$ cat src/rtl/wb_arbiter_if.sv
// Writeback arbiter bundle: ALU and long-latency result ports, scoreboard checks, register file write port.
interface wb_arbiter_if;
  logic        alu_valid_i;
  logic [4:0]  alu_rd_i;
  logic [31:0] alu_data_i;
  logic        alu_stall_o;
  logic        mem_valid_i;
  logic        mem_ready_o;
  logic [4:0]  mem_rd_i;
  logic [31:0] mem_data_i;
  logic        issue_i;
  logic [4:0]  issue_rd_i;
  logic [4:0]  chk1_reg_i;
  logic [4:0]  chk2_reg_i;
  logic        chk1_busy_o;
  logic        chk2_busy_o;
  logic        wr_en_o;
  logic [4:0]  wr_reg_o;
  logic [31:0] wr_data_o;

  modport slave (
    input  alu_valid_i, alu_rd_i, alu_data_i,
    input  mem_valid_i, mem_rd_i, mem_data_i,
    input  issue_i, issue_rd_i, chk1_reg_i, chk2_reg_i,
    output alu_stall_o, mem_ready_o, chk1_busy_o, chk2_busy_o,
    output wr_en_o, wr_reg_o, wr_data_o
  );

  modport master (
    output alu_valid_i, alu_rd_i, alu_data_i,
    output mem_valid_i, mem_rd_i, mem_data_i,
    output issue_i, issue_rd_i, chk1_reg_i, chk2_reg_i,
    input  alu_stall_o, mem_ready_o, chk1_busy_o, chk2_busy_o,
    input  wr_en_o, wr_reg_o, wr_data_o
  );
endinterface

$ cat src/rtl/wb_arbiter.sv
// Writeback arbiter: merges ALU results with FIFO-buffered long-latency results onto the
// single register file write port, and tracks per-register pending bits for decode.
module wb_arbiter #(
  parameter int unsigned DEPTH = 2
) (
  input  logic         clk_i,
  input  logic         rst_ni,
  wb_arbiter_if.slave  bus
);

  localparam int unsigned RW = 5;
  localparam int unsigned DW = 32;
  localparam int unsigned NR = 32;
  localparam int unsigned PW = (DEPTH > 1) ? $clog2(DEPTH) : 1;
  localparam int unsigned CW = $clog2(DEPTH + 1);

  typedef struct packed {
    logic [RW-1:0] rd;
    logic [DW-1:0] data;
  } entry_t;

  entry_t        fifo_q [DEPTH];
  entry_t        fifo_d [DEPTH];
  logic [PW-1:0] rptr_q, rptr_d;
  logic [PW-1:0] wptr_q, wptr_d;
  logic [CW-1:0] cnt_q, cnt_d;
  logic          stall_q, stall_d;
  logic [NR-1:0] pend_q, pend_d;
  logic          wr_en_q, wr_en_d;
  logic [RW-1:0] wr_reg_q, wr_reg_d;
  logic [DW-1:0] wr_data_q, wr_data_d;

  logic          mem_ready;
  logic          push;
  logic          pop;
  logic          empty;
  entry_t        head;

  assign mem_ready = rst_ni && (cnt_q < CW'(DEPTH));

  // Arbitration, FIFO bookkeeping and scoreboard update for the coming edge.
  always_comb begin
    head      = fifo_q[rptr_q];
    empty     = (cnt_q == '0);
    push      = bus.mem_valid_i && mem_ready && (bus.mem_rd_i != '0);
    pop       = 1'b0;
    wr_en_d   = 1'b0;
    wr_reg_d  = wr_reg_q;
    wr_data_d = wr_data_q;
    fifo_d    = fifo_q;
    rptr_d    = rptr_q;
    wptr_d    = wptr_q;
    pend_d    = pend_q;

    // A full FIFO forces a drain; an ALU result to x0 still blocks the pop.
    if (stall_q && !empty) begin
      pop = 1'b1;
    end else if (bus.alu_valid_i) begin
      if (bus.alu_rd_i != '0) begin
        wr_en_d   = 1'b1;
        wr_reg_d  = bus.alu_rd_i;
        wr_data_d = bus.alu_data_i;
      end
    end else if (!empty) begin
      pop = 1'b1;
    end

    if (pop) begin
      wr_en_d           = 1'b1;
      wr_reg_d          = head.rd;
      wr_data_d         = head.data;
      rptr_d            = rptr_q + PW'(1);
      pend_d[head.rd]   = 1'b0;
    end

    if (push) begin
      fifo_d[wptr_q] = '{rd: bus.mem_rd_i, data: bus.mem_data_i};
      wptr_d         = wptr_q + PW'(1);
    end

    // Issue is applied after the pop clear so a same-edge set wins.
    if (bus.issue_i && (bus.issue_rd_i != '0)) begin
      pend_d[bus.issue_rd_i] = 1'b1;
    end
    pend_d[0] = 1'b0;

    cnt_d   = cnt_q + CW'(push) - CW'(pop);
    stall_d = (cnt_d == CW'(DEPTH));
  end

  always_ff @(posedge clk_i) begin
    if (!rst_ni) begin
      rptr_q    <= '0;
      wptr_q    <= '0;
      cnt_q     <= '0;
      stall_q   <= 1'b0;
      pend_q    <= '0;
      wr_en_q   <= 1'b0;
      wr_reg_q  <= '0;
      wr_data_q <= '0;
    end else begin
      rptr_q    <= rptr_d;
      wptr_q    <= wptr_d;
      cnt_q     <= cnt_d;
      stall_q   <= stall_d;
      pend_q    <= pend_d;
      wr_en_q   <= wr_en_d;
      wr_reg_q  <= wr_reg_d;
      wr_data_q <= wr_data_d;
    end
  end

  // Payload storage needs no reset; occupancy is governed by the pointers and count.
  always_ff @(posedge clk_i) begin
    fifo_q <= fifo_d;
  end

  assign bus.mem_ready_o = mem_ready;
  assign bus.alu_stall_o = stall_q;
  assign bus.wr_en_o     = wr_en_q;
  assign bus.wr_reg_o    = wr_reg_q;
  assign bus.wr_data_o   = wr_data_q;
  assign bus.chk1_busy_o = (bus.chk1_reg_i != '0) && pend_q[bus.chk1_reg_i];
  assign bus.chk2_busy_o = (bus.chk2_reg_i != '0) && pend_q[bus.chk2_reg_i];

endmodule

$ cat src/flat_wrapper.sv
// flat-port wrapper written by rule: the top's interface ports become plain ports
module wb_arbiter_flat 
#(
  parameter int unsigned DEPTH = 2
)
  (clk_i, rst_ni, bus_alu_valid_i, bus_alu_rd_i, bus_alu_data_i, bus_mem_valid_i, bus_mem_rd_i, bus_mem_data_i, bus_issue_i, bus_issue_rd_i, bus_chk1_reg_i, bus_chk2_reg_i, bus_alu_stall_o, bus_mem_ready_o, bus_chk1_busy_o, bus_chk2_busy_o, bus_wr_en_o, bus_wr_reg_o, bus_wr_data_o);
  wb_arbiter_if bus_i ();
  input  logic clk_i;
  input  logic rst_ni;
  input wire logic [$bits(bus_i.alu_valid_i)-1:0] bus_alu_valid_i;
  input wire logic [$bits(bus_i.alu_rd_i)-1:0] bus_alu_rd_i;
  input wire logic [$bits(bus_i.alu_data_i)-1:0] bus_alu_data_i;
  input wire logic [$bits(bus_i.mem_valid_i)-1:0] bus_mem_valid_i;
  input wire logic [$bits(bus_i.mem_rd_i)-1:0] bus_mem_rd_i;
  input wire logic [$bits(bus_i.mem_data_i)-1:0] bus_mem_data_i;
  input wire logic [$bits(bus_i.issue_i)-1:0] bus_issue_i;
  input wire logic [$bits(bus_i.issue_rd_i)-1:0] bus_issue_rd_i;
  input wire logic [$bits(bus_i.chk1_reg_i)-1:0] bus_chk1_reg_i;
  input wire logic [$bits(bus_i.chk2_reg_i)-1:0] bus_chk2_reg_i;
  output wire logic [$bits(bus_i.alu_stall_o)-1:0] bus_alu_stall_o;
  output wire logic [$bits(bus_i.mem_ready_o)-1:0] bus_mem_ready_o;
  output wire logic [$bits(bus_i.chk1_busy_o)-1:0] bus_chk1_busy_o;
  output wire logic [$bits(bus_i.chk2_busy_o)-1:0] bus_chk2_busy_o;
  output wire logic [$bits(bus_i.wr_en_o)-1:0] bus_wr_en_o;
  output wire logic [$bits(bus_i.wr_reg_o)-1:0] bus_wr_reg_o;
  output wire logic [$bits(bus_i.wr_data_o)-1:0] bus_wr_data_o;
  assign bus_i.alu_valid_i = bus_alu_valid_i;
  assign bus_i.alu_rd_i = bus_alu_rd_i;
  assign bus_i.alu_data_i = bus_alu_data_i;
  assign bus_i.mem_valid_i = bus_mem_valid_i;
  assign bus_i.mem_rd_i = bus_mem_rd_i;
  assign bus_i.mem_data_i = bus_mem_data_i;
  assign bus_i.issue_i = bus_issue_i;
  assign bus_i.issue_rd_i = bus_issue_rd_i;
  assign bus_i.chk1_reg_i = bus_chk1_reg_i;
  assign bus_i.chk2_reg_i = bus_chk2_reg_i;
  assign bus_alu_stall_o = bus_i.alu_stall_o;
  assign bus_mem_ready_o = bus_i.mem_ready_o;
  assign bus_chk1_busy_o = bus_i.chk1_busy_o;
  assign bus_chk2_busy_o = bus_i.chk2_busy_o;
  assign bus_wr_en_o = bus_i.wr_en_o;
  assign bus_wr_reg_o = bus_i.wr_reg_o;
  assign bus_wr_data_o = bus_i.wr_data_o;
  wb_arbiter #(.DEPTH(DEPTH)) u_core (.clk_i(clk_i), .rst_ni(rst_ni), .bus(bus_i));
endmodule
$ cat config.mk
export PLATFORM = sky130hd
export DESIGN_NAME = wb_arbiter_flat
export DESIGN_NICKNAME = d
export VERILOG_FILES = /design/src/rtl/wb_arbiter_if.sv /design/src/rtl/wb_arbiter.sv /design/src/flat_wrapper.sv
export SDC_FILE = /design/constraint.sdc
export NUM_CORES = 1
export LEC_CHECK = 0
export BUFFER_PORTS_ARGS = -buffer_cell sky130_fd_sc_hd__buf_2
export CAP_MARGIN = 20
export CORE_UTILIZATION = 52
export CTS_CLUSTER_SIZE = 16
export DETAILED_ROUTE_END_ITERATION = 8
export PLACE_DENSITY = 0.76
export SYNTH_ARGS = -nofsm -noshare
export SYNTH_HDL_FRONTEND = slang
export SYNTH_SLANG_ARGS = --single-unit
export TNS_END_PERCENT = 1
$ cat constraint.sdc
create_clock -name clk_i -period 3.1 [get_ports clk_i]
set_input_delay 0.31 -clock clk_i [delete_from_list [all_inputs] [get_ports clk_i]]
set_output_delay 0.31 -clock clk_i [all_outputs]
set_load 0.02 [all_outputs]
==> impl_summary.log, run 1 <==
[metrics] kind of start point of the critical path: register
[metrics] proportion of netlist area held by the largest area contributor: 0.3416
[metrics] all-layer global routing usage: 0.2558
[metrics] post-layout util: 0.6534
[metrics] Clock Skews: 6.109 ps
[metrics] nets@finish: a little over 800
[metrics] clock-pin slew reported for the worst setup and hold paths after clock tree synthesis: roughly 60 ps
[metrics] number of buffer and inverter instances along the worst setup path: 0
[metrics] boundary pin count: around 140
[metrics] CP peak stage delay: roughly 870 ps
[metrics] Clock Sinks: ~150
[metrics] number of H-tree levels: 4
[metrics] fraction of power consumed by sequential logic: 0.456
[metrics] cell area after placement: between 7000 and 8000 sq um
[metrics] drt wl/cell: 17.41 um
[metrics] DRT iter0 DRCs: roughly 380
[metrics] post-layout minimum cycle time: 2160 ps
[metrics] combinational share of power: 0.098
[metrics] number of enable-type register cells in the synthesized netlist: 74
[metrics] power per cell area: around 600 nW/um^2
[metrics] combined area of the multi-input logic cells: 2586 sq um
[metrics] chip height: roughly 110 um
[metrics] Detailed Place HPWL: 10.47 mm
[metrics] Slew @ Worst Pin: 1106 ps
[metrics] number of instances on the worst hold path: 1
[metrics] Min-Delay Path Class: in -> reg
[metrics] cts hold-fix bufs: 0
[metrics] max-slew violation count: 0
[metrics] final weighted congestion of routability-driven global placement: around 0.86
[metrics] start of the worst register-to-register path: u_core.rptr_q
[metrics] crit path capture type: register
[metrics] number of hold violations in the final report: 0
[metrics] final setup margin: ~940 ps
[metrics] required time at the worst-slack endpoint: 3420 ps
[metrics] run status: finished clean
[metrics] leading register cell type out of synthesis: sky130_fd_sc_hd__edfxtp_1
[metrics] share of the yosys chip area belonging to registers: 0.5693
[metrics] first-pass GRT wire length: ~25 mm
[metrics] Top cell by count, worst path: sky130_fd_sc_hd__o21ai_0
[metrics] maximum clock rate: 0.4629 GHz
[metrics] Netlist Area Pre-Place: between 6000 and 7000 sq um
[metrics] post-route fraction of the period consumed by the critical path: 0.6969
[metrics] power share of the clock group: 0.446
[metrics] Final Hold Slack: roughly 86 ps
[metrics] synthesis-to-finish area growth: 21.66%
[metrics] die outline area: between 10000 and 15000 sq um
[metrics] switching power summed over all nets: around 1.1 mW
[metrics] number of global-route vias before repair: just over 5000
[metrics] PnR Total Power: 4.782 mW
[metrics] die width: 113.8 um
[metrics] # resized after CTS: 0
[metrics] Reg-to-Reg End: u_core.pend_q[28]
[metrics] sequential cell area: about 3700 sq um
[metrics] post-synthesis average cell area: 10.77 sq um
[metrics] net switching share of the total power: 0.2263
[metrics] DRT Pass-1 Iters: 5
[metrics] setup_tns: 0 ps
[metrics] detailed-route DRC error count: 0
[metrics] number of placement rows: 40
[metrics] crit-path max FO: 24
[metrics] insertion delay of the later-clocked pin in the worst-skew pair: a little over 400 ps
[metrics] number of synthesized register bits: around 150
[metrics] ranking of synthesized cells by area: sky130_fd_sc_hd__edfxtp_1 34%, sky130_fd_sc_hd__dfxtp_1 23%, sky130_fd_sc_hd__nand2_1 6.8%
[metrics] Post-Synthesis Cells: roughly 600
[metrics] fill cell instance count of the final layout: 924
[metrics] ordered list of cells on the worst path: nor3_1 > o21ai_0 > o21ai_0 > a21boi_0
[metrics] CP arrival: ~2500 ps
[metrics] type of the worst setup path: reg -> reg
[metrics] routed via count divided by cell count: 5.673
[metrics] initial cell density of the core: 0.5371
[metrics] final standard cell area without fillers: roughly 7900 sq um
[metrics] worst hold path startpoint: bus_mem_data_i[10]
[metrics] number of diodes added for antenna fixing: 0
[metrics] number of nets in the synthesized netlist: 699
[metrics] worst-case register-to-register setup slack: 940 ps
[metrics] internal power contribution: around 3.7 mW
[metrics] cell family with most CP delay: compound AO/OA/AOI/OAI gates
[metrics] Overflow after GRT: 0
[metrics] setup-violating endpoint count in the final report: 0
[metrics] relative max-transition margin: 0.2552
[metrics] Bufs on Longest Clock Path: 2
[metrics] pre-CTS setup slack: approximately 800 ps
[metrics] highest ir drop seen on vdd: approximately 0.35 mV
[metrics] max-cap check violation count: 0
[metrics] CTS Root Cell: sky130_fd_sc_hd__clkbuf_16
[metrics] number of antenna violations at the first check in global routing: 1
[metrics] post-synthesis async set-or-reset flop share: 0
[metrics] dpl cells: about 880
[metrics] via count: between 5000 and 6000
[metrics] Synth warnings: 0
[metrics] Core ar.: 12110 sq um
[metrics] cell accounting for the most synthesized area: sky130_fd_sc_hd__edfxtp_1
[metrics] buffers inserted by post-CTS timing repair: 0
[metrics] static leakage: approximately 3 nW
[metrics] Cell variety after synth: 44
[metrics] largest net degree at the start of global routing: 74
[metrics] proportion of layout cells with a drive suffix above 1: 0.2911
[metrics] Final Instance Count excl. Fillers: around 900
[metrics] clock tree from TritonCTS: done
[metrics] slowest cell on the critical path: sky130_fd_sc_hd__o21ai_0
[metrics] number of cells on the worst reg-to-reg path: 4
[metrics] RSZ-0062 raised after global routing: no
[metrics] endpoint of the worst hold path: u_core.fifo_q[47]
[metrics] number of buffers inserted during clock tree synthesis: 17
[metrics] post-detailed-route count of antenna-violating nets: 0
[metrics] number of buffers added on ports: around 140
[metrics] wire length reported by the detailed router: between 15 and 20 mm
kinds of logic after synthesis:
family / after synthesis / share of synthesized area
and+or+nand+nor: 185 / 0.1277
AOI/OAI and AO/OA: 170 / 0.1660
buffers and inverters: 42 / 0.03558
adders and majority gates: 1 / 0.001923
muxes: 56 / 0.09675
DFF: 148 / 0.5693
xor gates and xnor gates: 2 / 0.002693
layout by cell type (no fill, tap or decap), types with 3 or more instances in the layout:
cell type and instances:
sky130_fd_sc_hd__buf_2 135, sky130_fd_sc_hd__nand2_1 118, sky130_fd_sc_hd__edfxtp_1 74, sky130_fd_sc_hd__dfxtp_1 73, sky130_fd_sc_hd__o21ai_0 70, sky130_fd_sc_hd__mux2_2 35
sky130_fd_sc_hd__a21boi_0 32, sky130_fd_sc_hd__a31oi_1 32, sky130_fd_sc_hd__mux2i_1 19, sky130_fd_sc_hd__clkbuf_16 18, sky130_fd_sc_hd__nor2b_1 16, sky130_fd_sc_hd__nor2_1 14
sky130_fd_sc_hd__a221oi_1 11, sky130_fd_sc_hd__a2111oi_0 8, sky130_fd_sc_hd__nand2b_1 8, sky130_fd_sc_hd__and2_1 7, sky130_fd_sc_hd__inv_1 6, sky130_fd_sc_hd__buf_4 6
sky130_fd_sc_hd__a21oi_1 5, sky130_fd_sc_hd__nand3_1 5, sky130_fd_sc_hd__o22ai_1 3, sky130_fd_sc_hd__bufinv_16 3, sky130_fd_sc_hd__clkbuf_8 3
worst max path at each step:
stage | startpoint | endpoint | slack (ps) | cells after the start
2_1_floorplan | rst_ni | u_core.fifo_q[37] | 170 | 3
3_3_place_gp | bus_mem_rd_i[0] | u_core.fifo_q[22] | 840 | 5
3_5_place_dp | bus_mem_rd_i[0] | u_core.fifo_q[22] | 790 | 5
4_1_cts | u_core.rptr_q | u_core.pend_q[28] | 940 | 4
5_1_grt | u_core.pend_q[4] | bus_chk2_busy_o | 760 | 6
6_report | u_core.rptr_q | u_core.pend_q[28] | 940 | 4
sequential cells by signal (all words and copies together), names as in the netlist:
register / cells
u_core.bus.wr_reg_o: 5
u_core.bus.alu_stall_o: 1
u_core.bus.wr_data_o: 32
u_core.pend_q: 31
u_core.cnt_q: 2
u_core.bus.wr_en_o: 1
u_core.rptr_q: 1
u_core.fifo_q: 74
u_core.wptr_q: 1
synth_stat cells (2+ instances only):
| cell | n |
|---|---|
| sky130_fd_sc_hd__mux2_2 | 35 |
| sky130_fd_sc_hd__o21a_1 | 2 |
| sky130_fd_sc_hd__inv_1 | 6 |
| sky130_fd_sc_hd__nand4_1 | 2 |
| sky130_fd_sc_hd__dfxtp_1 | 74 |
| sky130_fd_sc_hd__mux2i_1 | 19 |
| sky130_fd_sc_hd__nand2_1 | 118 |
| sky130_fd_sc_hd__a221oi_1 | 11 |
| sky130_fd_sc_hd__clkbuf_1 | 16 |
| sky130_fd_sc_hd__o22ai_1 | 3 |
| sky130_fd_sc_hd__a21oi_1 | 5 |
| sky130_fd_sc_hd__buf_1 | 4 |
| sky130_fd_sc_hd__a31oi_1 | 32 |
| sky130_fd_sc_hd__a21boi_0 | 32 |
| sky130_fd_sc_hd__xnor2_1 | 2 |
| sky130_fd_sc_hd__buf_12 | 3 |
| sky130_fd_sc_hd__mux4_2 | 2 |
| sky130_fd_sc_hd__buf_2 | 11 |
| sky130_fd_sc_hd__nand4b_1 | 2 |
| sky130_fd_sc_hd__and2_1 | 8 |
| sky130_fd_sc_hd__o32ai_1 | 2 |
| sky130_fd_sc_hd__nor3_1 | 2 |
| sky130_fd_sc_hd__edfxtp_1 | 74 |
| sky130_fd_sc_hd__a2111oi_0 | 8 |
| sky130_fd_sc_hd__nor2b_1 | 16 |
| sky130_fd_sc_hd__o21ai_0 | 70 |
| sky130_fd_sc_hd__nand2b_1 | 8 |
| sky130_fd_sc_hd__and3_1 | 2 |
| sky130_fd_sc_hd__a221o_2 | 2 |
| sky130_fd_sc_hd__nor2_1 | 15 |
| sky130_fd_sc_hd__nand3_1 | 5 |
cell type report:
class | instances | share of cell area
clock inverters | 8 | 0.01549
well taps | 168 | 0.02656
multi-input cells | 414 | 0.3268
repair buffers | 143 | 0.09708
flip-flops and latches | 148 | 0.4681
clock buffers | 23 | 0.06308
inverters | 6 | 0.002846
power groups by stage:
| stage | logic, mW | registers [mW] | clock network (mW) |
|---|---|---|---|
| CTS | 0.459 | 2.18 | 2.15 |
| detailed placement | 0.454 | 2.22 | 0 |
| global placement | 0.441 | 2.21 | 0 |
| finish | 0.469 | 2.18 | 2.13 |
| floorplan | 0.245 | 2.26 | 0 |
| global route | 0.513 | 2.19 | 2.22 |
per-layer routing:
| layer | vias up | GRT usage | wire, um |
|---|---|---|---|
| li1 | 2457 | - | - |
| met1 | 2436 | 0.3112 | 6657 |
| met2 | 240 | 0.4309 | 7675 |
| met3 | 27 | 0.06961 | 1194 |
| met4 | 2 | 0.1065 | 301 |
| met5 | - | 0 | 13 |
(Power assumes the default switching activity.)
==> inputs of run 2 (changes only) <==
==> constraint.sdc (replaced) <==
create_clock -name clk_i -period 2.1 [get_ports clk_i]
set_input_delay 0.21 -clock clk_i [delete_from_list [all_inputs] [get_ports clk_i]]
set_output_delay 0.21 -clock clk_i [all_outputs]
set_load 0.02 [all_outputs]
==> run 2 against run 1 <==
Net effect: setup slack got worse by 810 ps; power grew 53%; combinational power up 63%; final cell count is 4.2% higher; clock power grew 56%; clock skew is 2.8 ps higher; die area did not move; routed wire length grew 4.8%; global-route usage grew 1.2 points; clock-buffer cell count stayed put; critical path type is now reg -> out.
==> impl_summary.log, run 2 (synthesis results as in run 1) <==
[metrics] run status: finished clean
[metrics] setup_tns: 0 ps
[metrics] nets@finish: roughly 860
[metrics] number of placement rows: 40
[metrics] pre-CTS setup slack: around 18 ps
[metrics] start of the worst register-to-register path: u_core.rptr_q
[metrics] relative max-transition margin: 0.4381
[metrics] number of hold violations in the final report: 0
[metrics] Min-Delay Path Class: in -> reg
[metrics] static leakage: 3.185 nW
[metrics] clock tree from TritonCTS: done
[metrics] detailed-route DRC error count: 0
[metrics] number of cells on the worst reg-to-reg path: 6
[metrics] max reg flops: 74
[metrics] DRT iter0 DRCs: ~380
[metrics] commonest non-fill, non-tap cell in the layout: sky130_fd_sc_hd__buf_2
[metrics] Slew @ Worst Pin: 834.0 ps
[metrics] Final Hold Slack: 22.35 ps
[metrics] number of buffers added on ports: 135
[metrics] die width: between 100 and 150 um
[metrics] Clock Skews: just under 9 ps
[metrics] initial cell density of the core: 0.5371
[metrics] post-detailed-route count of antenna-violating nets: 0
[metrics] commonest cells after routing, fill and taps aside: 135 x sky130_fd_sc_hd__buf_2, 118 x sky130_fd_sc_hd__nand2_1, 74 x sky130_fd_sc_hd__edfxtp_1, 72 x sky130_fd_sc_hd__dfxtp_1, 70 x sky130_fd_sc_hd__o21ai_0
[metrics] worst-case register-to-register setup slack: roughly 290 ps
[metrics] proportion of layout cells with a drive suffix above 1: 0.2897
[metrics] max-slew violation count: 0
[metrics] drt wl/cell: 17.51 um
[metrics] routed via count divided by cell count: approximately 5.6
[metrics] worst hold path startpoint: bus_mem_rd_i[4]
[metrics] fill cell instance count of the final layout: about 900
[metrics] synthesis-to-finish area growth: 28.85%
[metrics] DRT Pass-1 Iters: 5
[metrics] number of H-tree levels: 4
[metrics] die outline area: between 10000 and 15000 sq um
[metrics] all-layer global routing usage: 0.2683
[metrics] CTS Root Cell: sky130_fd_sc_hd__clkbuf_16
[metrics] Core ar.: around 12000 sq um
[metrics] number of diodes added for antenna fixing: 0
[metrics] required time at the worst-slack endpoint: ~1900 ps
[metrics] final setup margin: 127.5 ps
[metrics] post-route fraction of the period consumed by the critical path: 0.9393
[metrics] number of antenna violations at the first check in global routing: 0
[metrics] Overflow after GRT: 0
[metrics] buffers inserted by post-CTS timing repair: 0
[metrics] type of the worst setup path: reg -> out
[metrics] CP arrival: 1760 ps
[metrics] kind of start point of the critical path: register
[metrics] largest net degree at the start of global routing: 74
[metrics] Clock Sinks: 148
[metrics] max-cap check violation count: 0
[metrics] crit path capture type: output pin
[metrics] clock-pin slew reported for the worst setup and hold paths after clock tree synthesis: about 60 ps
[metrics] boundary pin count: roughly 140
[metrics] post-layout minimum cycle time: around 2000 ps
[metrics] endpoint of the worst hold path: u_core.fifo_q[73]
[metrics] highest ir drop seen on vdd: between 0.6 and 0.7 mV
[metrics] crit-path max FO: 3
[metrics] setup-violating endpoint count in the final report: 0
[metrics] number of instances on the worst hold path: 1
[metrics] Reg-to-Reg End: u_core.pend_q[21]
[metrics] Detailed Place HPWL: 10.70 mm
[metrics] power per cell area: roughly 870 nW/um^2
[metrics] final weighted congestion of routability-driven global placement: about 0.84
[metrics] first-pass GRT wire length: about 27 mm
[metrics] via count: between 5000 and 6000
[metrics] chip height: roughly 110 um
[metrics] wire length reported by the detailed router: around 17 mm
[metrics] insertion delay of the later-clocked pin in the worst-skew pair: approximately 420 ps
[metrics] maximum clock rate: 0.5070 GHz
[metrics] number of global-route vias before repair: 5436
[metrics] number of buffers inserted during clock tree synthesis: 17
[metrics] Bufs on Longest Clock Path: 2
[metrics] largest reg by FF count: u_core.fifo_q
run 2: cell types whose count changed in the layout (fill, tap and decap cells not counted), sizes merged:
cell	change
buf	+2
bufinv	+2
clkinvlp	-1
dlygate4sd3	+35
run 2: metal layers:
| layer | track usage | share of wire | vias to the layer above |
|---|---|---|---|
| met2 | 0.4736 | 0.52 | 211 |
| met4 | 0.1065 | 0.023 | 0 |
| met5 | 0 | 0 | - |
| met3 | 0.06908 | 0.070 | 33 |
| li1 | - | - | 2537 |
| met1 | 0.3120 | 0.39 | 2563 |
run 2: worst max path at each step:
| stage | from | end | depth (start not counted) |
|---|---|---|---|
| 2_1_floorplan | u_core.cnt_q[1] | u_core.fifo_q[37] | 3 |
| 3_3_place_gp | bus_mem_rd_i[0] | u_core.bus.alu_stall_o | 8 |
| 3_5_place_dp | bus_mem_rd_i[0] | u_core.bus.alu_stall_o | 8 |
| 4_1_cts | u_core.pend_q[8] | bus_chk2_busy_o | 6 |
| 5_1_grt | u_core.pend_q[8] | bus_chk1_busy_o | 6 |
| 6_report | u_core.pend_q[16] | bus_chk2_busy_o | 6 |
run 2: final cells by class:
type	count	area [sq um]	share of cell area
flip-flops and latches	148	3706	0.4422
multi-input cells	414	2638	0.3147
repair buffers	180	1151	0.1373
clock buffers	23	479.2	0.05717
well taps	168	210.2	0.02508
clock inverters	9	175.2	0.02090
inverters	6	22.52	0.002687
run 2: power by group:
group	internal [mW]	switching (mW)
clock	2.21	1.12
sequential	3.16	0.0600
combinational	0.331	0.434
total	5.69	1.61
run 2: metrics by stage:
step           instance area (sq um)    util  power (mW)  std cells
2_1_floorplan                   6507       -       3.692        604
4_1_cts                         8309  0.6861       7.315        947
5_1_grt                         8382  0.6920       7.549        948
6_report                        8382  0.6920       7.305        948
3_5_place_dp                    7305  0.6031       3.961        880
3_3_place_gp                    7305  0.6031       3.936        880
run 2: critical path, stage by stage (launching register included):
cell and delay, ps:
sky130_fd_sc_hd__dfxtp_1 320, sky130_fd_sc_hd__nor2b_1 130, sky130_fd_sc_hd__a2111oi_1 390, sky130_fd_sc_hd__a221oi_1 130
sky130_fd_sc_hd__nand4b_1 130, sky130_fd_sc_hd__nand3_1 90, sky130_fd_sc_hd__buf_2 170
run 2: what timing repair did:
action	CTS	global route
hold endpoints to repair	70	0
endpoints found under the setup margin	0	2
hold buffers	35	0
gates resized for setup	0	15
